**src/rtl/puf_ro_reader.sv**
```systemverilog
// Ring-oscillator PUF measurement engine: counts synchronized RO edges over a window and compares A vs B.
// Optional PUF_MAJORITY_VOTE_EN: three back-to-back measurements, response is the majority bit.
module puf_ro_reader #(
  parameter int CNT_W       = 16,
  parameter int WINDOW      = 1024,
  parameter int SYNC_STAGES = 2
) (
  input  logic             clk,
  input  logic             rst,
  input  logic             start,
  input  logic [5:0]       challenge_in,
  output logic             busy,
  output logic             ro_en,
  output logic [5:0]       ro_challenge,
  input  logic             ro_a,
  input  logic             ro_b,
  output logic             resp,
  output logic             resp_valid,
  output logic [CNT_W-1:0] cnt_a,
  output logic [CNT_W-1:0] cnt_b
);

  localparam logic [2:0] IDLE   = 3'd0;
  localparam logic [2:0] SETTLE = 3'd1;
  localparam logic [2:0] RUN    = 3'd2;
  localparam logic [2:0] DRAIN  = 3'd3;
  localparam logic [2:0] DONE   = 3'd4;

  localparam int TW = $clog2(WINDOW + SYNC_STAGES + 4);

  function automatic logic [CNT_W-1:0] sat_inc(input logic [CNT_W-1:0] v);
    return (v == {CNT_W{1'b1}}) ? v : v + {{(CNT_W-1){1'b0}}, 1'b1};
  endfunction

`ifdef PUF_MAJORITY_VOTE_EN
  function automatic logic maj3(input logic x, input logic y, input logic z);
    return (x & y) | (x & z) | (y & z);
  endfunction
`endif

  logic [2:0]             state_q, state_d;
  logic [TW-1:0]          timer_q, timer_d;
  logic [5:0]             chal_q, chal_d;
  logic [CNT_W-1:0]       cnt_a_q, cnt_a_d, cnt_b_q, cnt_b_d;
  logic [CNT_W-1:0]       cnt_a_inc, cnt_b_inc;
  logic [SYNC_STAGES-1:0] sync_a_q, sync_b_q;
  logic                   dly_a_q, dly_b_q;
  logic                   busy_q, ro_en_q, resp_q, resp_d, resp_valid_q;
  logic                   clr_s, counting_s, rise_a_s, rise_b_s, a_gt_b_s;
`ifdef PUF_MAJORITY_VOTE_EN
  logic [1:0]             run_q, run_d;
  logic [1:0]             bits_q, bits_d;
`endif

  assign counting_s = (state_q == RUN) || (state_q == DRAIN);
  assign rise_a_s   = sync_a_q[SYNC_STAGES-1] & ~dly_a_q;
  assign rise_b_s   = sync_b_q[SYNC_STAGES-1] & ~dly_b_q;
  assign cnt_a_inc  = (counting_s && rise_a_s) ? sat_inc(cnt_a_q) : cnt_a_q;
  assign cnt_b_inc  = (counting_s && rise_b_s) ? sat_inc(cnt_b_q) : cnt_b_q;
  // Compare the counts including an increment landing on the final DRAIN edge.
  assign a_gt_b_s   = cnt_a_inc > cnt_b_inc;
  assign cnt_a_d    = clr_s ? {CNT_W{1'b0}} : cnt_a_inc;
  assign cnt_b_d    = clr_s ? {CNT_W{1'b0}} : cnt_b_inc;

  always_comb begin
    state_d = state_q;
    timer_d = timer_q;
    chal_d  = chal_q;
    clr_s   = 1'b0;
    resp_d  = resp_q;
`ifdef PUF_MAJORITY_VOTE_EN
    run_d   = run_q;
    bits_d  = bits_q;
`endif
    case (state_q)
      IDLE: begin
        if (start) begin
          state_d = SETTLE;
          timer_d = TW'(3);
          chal_d  = challenge_in;
          clr_s   = 1'b1;
`ifdef PUF_MAJORITY_VOTE_EN
          run_d   = 2'd0;
`endif
        end else begin
          state_d = IDLE;
        end
      end
      SETTLE: begin
        if (timer_q == '0) begin
          state_d = RUN;
          timer_d = TW'(WINDOW - 1);
        end else begin
          timer_d = timer_q - TW'(1);
        end
      end
      RUN: begin
        if (timer_q == '0) begin
          state_d = DRAIN;
          timer_d = TW'(SYNC_STAGES + 1);
        end else begin
          timer_d = timer_q - TW'(1);
        end
      end
      DRAIN: begin
        if (timer_q == '0) begin
`ifdef PUF_MAJORITY_VOTE_EN
          if (run_q == 2'd2) begin
            state_d = DONE;
            resp_d  = maj3(bits_q[0], bits_q[1], a_gt_b_s);
          end else begin
            bits_d[run_q[0]] = a_gt_b_s;
            run_d   = run_q + 2'd1;
            state_d = SETTLE;
            timer_d = TW'(3);
            clr_s   = 1'b1;
          end
`else
          state_d = DONE;
          resp_d  = a_gt_b_s;
`endif
        end else begin
          timer_d = timer_q - TW'(1);
        end
      end
      DONE: begin
        state_d = IDLE;
      end
      default: begin
        state_d = IDLE;
      end
    endcase
  end

  // Control state, counters and registered outputs.
  always_ff @(posedge clk or posedge rst) begin
    if (rst) begin
      state_q      <= IDLE;
      timer_q      <= '0;
      chal_q       <= 6'd0;
      cnt_a_q      <= '0;
      cnt_b_q      <= '0;
      busy_q       <= 1'b0;
      ro_en_q      <= 1'b0;
      resp_q       <= 1'b0;
      resp_valid_q <= 1'b0;
`ifdef PUF_MAJORITY_VOTE_EN
      run_q        <= 2'd0;
      bits_q       <= 2'd0;
`endif
    end else begin
      state_q      <= state_d;
      timer_q      <= timer_d;
      chal_q       <= chal_d;
      cnt_a_q      <= cnt_a_d;
      cnt_b_q      <= cnt_b_d;
      busy_q       <= (state_d == SETTLE) || (state_d == RUN) || (state_d == DRAIN);
      ro_en_q      <= (state_d == RUN);
      resp_q       <= resp_d;
      resp_valid_q <= (state_d == DONE);
`ifdef PUF_MAJORITY_VOTE_EN
      run_q        <= run_d;
      bits_q       <= bits_d;
`endif
    end
  end

  // RO synchronizers followed by the edge-detect delay register.
  always_ff @(posedge clk or posedge rst) begin
    if (rst) begin
      sync_a_q <= '0;
      sync_b_q <= '0;
      dly_a_q  <= 1'b0;
      dly_b_q  <= 1'b0;
    end else begin
      sync_a_q <= {sync_a_q[SYNC_STAGES-2:0], ro_a};
      sync_b_q <= {sync_b_q[SYNC_STAGES-2:0], ro_b};
      dly_a_q  <= sync_a_q[SYNC_STAGES-1];
      dly_b_q  <= sync_b_q[SYNC_STAGES-1];
    end
  end

  assign busy         = busy_q;
  assign ro_en        = ro_en_q;
  assign ro_challenge = chal_q;
  assign resp         = resp_q;
  assign resp_valid   = resp_valid_q;
  assign cnt_a        = cnt_a_q;
  assign cnt_b        = cnt_b_q;

endmodule

```
**config.mk**
```make
export PLATFORM = sky130hd
export DESIGN_NAME = puf_ro_reader
export DESIGN_NICKNAME = d
export VERILOG_FILES = /design/src/rtl/puf_ro_reader.sv
export SDC_FILE = /design/constraint.sdc
export NUM_CORES = 1
export LEC_CHECK = 0
export ABC_CLOCK_PERIOD_IN_PS = 5600
export BUFFER_PORTS_ARGS = -buffer_cell sky130_fd_sc_hd__buf_4
export CORE_MARGIN = 5
export CORE_UTILIZATION = 49
export CTS_CLUSTER_DIAMETER = 30
export DETAILED_ROUTE_END_ITERATION = 6
export PLACE_DENSITY = 0.7
export SKIP_CTS_REPAIR_TIMING = 1
export SYNTH_ARGS = -nofsm -noshare
export SYNTH_HDL_FRONTEND = slang
export SYNTH_SLANG_ARGS = --single-unit
export TNS_END_PERCENT = 20
```
**constraint.sdc**
```tcl
create_clock -name clk -period 5.6 [get_ports clk]
set_clock_uncertainty 0.1 [all_clocks]
set_input_delay 0.28 -clock clk [delete_from_list [all_inputs] [get_ports clk]]
set_output_delay 0.28 -clock clk [all_outputs]
set_load 0.02 [all_outputs]
```
==> run metrics <==
Hold Violations, Final=0; Leak Pwr=0.00192 uW; clock tree from TritonCTS=built; TritonCTS buffer count=9; Die X=94.5 um; worst r2r src=state_q[1]$_DFF_PP0_; initial antenna violation count=0; Cell variety after synth=56; critical hold path startpoint=challenge_in[0]; RD Place Congestion=0.861; GR Util All Layers=19.2%; flops & latches, synth=62; fraction of layout cells with a size suffix above 1=22.7%; dpl cell area=4000 sq um; largest net degree at the start of global routing=63; status=complete, no violations; Core Footprint=6870 sq um; max-slew violations=0; setup TNS=0 ps; crit path launch type=register; PD cells=271 nW/um^2; DR vias=2,854; Yosys warnings=0; Primary FF master, synth=dfrtp_1; asr flop ratio synth=100%; Crit Path Category=reg2reg; fillers=588; clk_lat worst skew=340 ps; most frequent cells in the layout=dfrtp_1, buf_4, nor2_1; P&R area growth vs syn=21.8%; peak fanout along the critical path=12; hold crit path type=in2reg; Worst-path clk slew=80 ps; Detailed Routing Iterations Pass 1=4; Clock Tree Root=clkbuf_8; GRT overflow=0; DRT antenna net count=0; vias per std cell=5.64; commonest non-fill, non-tap cell in the layout=dfrtp_1; Buffers on Ports=52; cells on worst reg2reg path=10; measured slew at the worst slew-check pin=779 ps; critical path required time=5760 ps; Hold Path Depth=2; fin crit share=60.2%; syn_nets=377; share of the synthesized area in the top cell type=44.3%; unrepaired setup endpoints after global routing=no; Post-Syn Instances=347; Slew headroom=48.1%; max cap viols=0; initial core utilization=51.0%; crit end category=register; per-cell routed wire length=15.7 um; # setup viols final=0; worst hold endpoint=ro_challenge[0]$_DFFE_PP0P_; first-pass GRT wire length=13.3 mm; # DRC=0; area leader, netlist=dfrtp_1; DP HPWL=5.69 mm; I/O pin cnt=53; Layout Nets=435; Area contributors post-synth=dfrtp_1, ha_1, nor2_1; Worst R2R End=resp$_DFFE_PP0P_; Max Fclk=297 MHz; flop2flop setup slack=2230 ps; Avg Synthesized Cell Area=10.1 sq um; die span in y=94.5 um; vias in the first global route=2,716; antenna diode count=0; Iter 0 DRT Violations=180; post-synthesis sequential area ratio=44.3%; Syn Std Cell Area=3500 sq um; CTS sink count=62; Worst EP arrival=3540 ps; min Tclk post-route=3370 ps; Rows=30; Clock Tree Buf Depth=2; Max VDD drop=0.156 mV; Die ar.=8930 sq um; H-tree Lvls=3; Finished Cell Area=4260 sq um; wirelength, routed=7.95 mm; number of synthesized flops with an enable pin=0
## logic make-up (layout without fill, tap and decap cells)
logic type                 Yosys count  after routing  share of synthesized area, %
xor gates and xnor gates            24             24                          6.00
adders and majority gates           19             19                          6.79
and+or+nand+nor                    148            148                          24.4
buffers and inverters               21             84                          2.39
muxes                               13             13                          4.04
DFF                                 62             62                          44.3
AOI/OAI and AO/OA                   60             60                          12.0
## synthesized netlist by cell type (3+ instances only)
library cell   n
buf_2          4
a211oi_1       3
xnor2_1       12
nor2b_1       18
o21ai_0        8
nor4_1         6
clkbuf_1       4
nor3_1        10
nor4b_1        3
nor4_2         3
ha_1          19
mux2i_1        4
xor2_1        12
inv_1         11
mux2_2         7
nand4_1        8
nand2_1       20
and3_1         4
nand3_1       16
and2_1         5
nand2b_1       6
dfrtp_1       62
nor2_1        33
a21oi_1       22
## worst max path at each step
| stage | slack, ps | depth (start not counted) | startpoint | endpoint |
|---|---|---|---|---|
| 2_1_floorplan | 2720 | 11 | cnt_a[0]$_DFF_PP0_ | resp$_DFFE_PP0P_ |
| 3_3_place_gp | 2400 | 10 | state_q[2]$_DFF_PP0_ | resp$_DFFE_PP0P_ |
| 3_5_place_dp | 2290 | 10 | state_q[1]$_DFF_PP0_ | resp$_DFFE_PP0P_ |
| 4_1_cts | 2230 | 10 | state_q[1]$_DFF_PP0_ | resp$_DFFE_PP0P_ |
| 5_1_grt | 1910 | 10 | state_q[1]$_DFF_PP0_ | resp$_DFFE_PP0P_ |
| 6_report | 2230 | 10 | state_q[1]$_DFF_PP0_ | resp$_DFFE_PP0P_ |
## stage by stage
stage | std cells | util, % | total power, uW | hold slack, ps | setup slack [ps]
6_report | 506 | 62.1 | 1160 | 64.6 | 2230
5_1_grt | 506 | 62.1 | 1210 | 54.7 | 1910
4_1_cts | 504 | 61.8 | 1170 | -74.8 | 2230
3_5_place_dp | 488 | 58.2 | 674 | 236 | 2290
3_3_place_gp | 488 | 58.2 | 667 | 236 | 2400
2_1_floorplan | 347 | - | 626 | 211 | 2720
## state kept, by name, summed over array words and instances, names as in the netlist, 2 cells and up
signal	flops
cnt_a	16
ro_challenge	6
cnt_b	16
state_q	3
timer_q	11
sync_a_q	2
sync_b_q	2
## area by class of cell
cell class,instances,area (sq um),area share (%)
multi-input combinational,264,1870,43.9
sequential,62,1550,36.4
timing repair buffer,57,433,10.2
clock buffer,9,124,2.90
clock inverter,7,123,2.88
tap,96,120,2.82
inverter,11,41.3,0.968
## metal layers
metal | wire length (um) | vias up | GRT usage [%] | share of wire, %
li1 | - | 1375 | - | -
met1 | 3760 | 1376 | 26.7 | 47
met2 | 3510 | 90 | 28.7 | 44
met3 | 545 | 13 | 5.34 | 6.9
met4 | 127 | 0 | 6.73 | 1.6
met5 | 0 | - | 0 | 0
## report_power, final
group          internal, uW  switching (uW)
Clock                   297             193
Combinational          63.3            77.3
Sequential              485            41.8
Total                   845             312
## worst max-delay path: stages (launching register included)
cell and delay (ps):
dfrtp_1 600, nand4bb_1 450, nor4_2 600, nand3_1 160, mux2i_1 170, ha_1 310
nand4_1 170, nor3_1 300, a21boi_0 220, nor4_1 70, o22ai_1 140
Note: power is estimated with default switching activity, not from simulation.
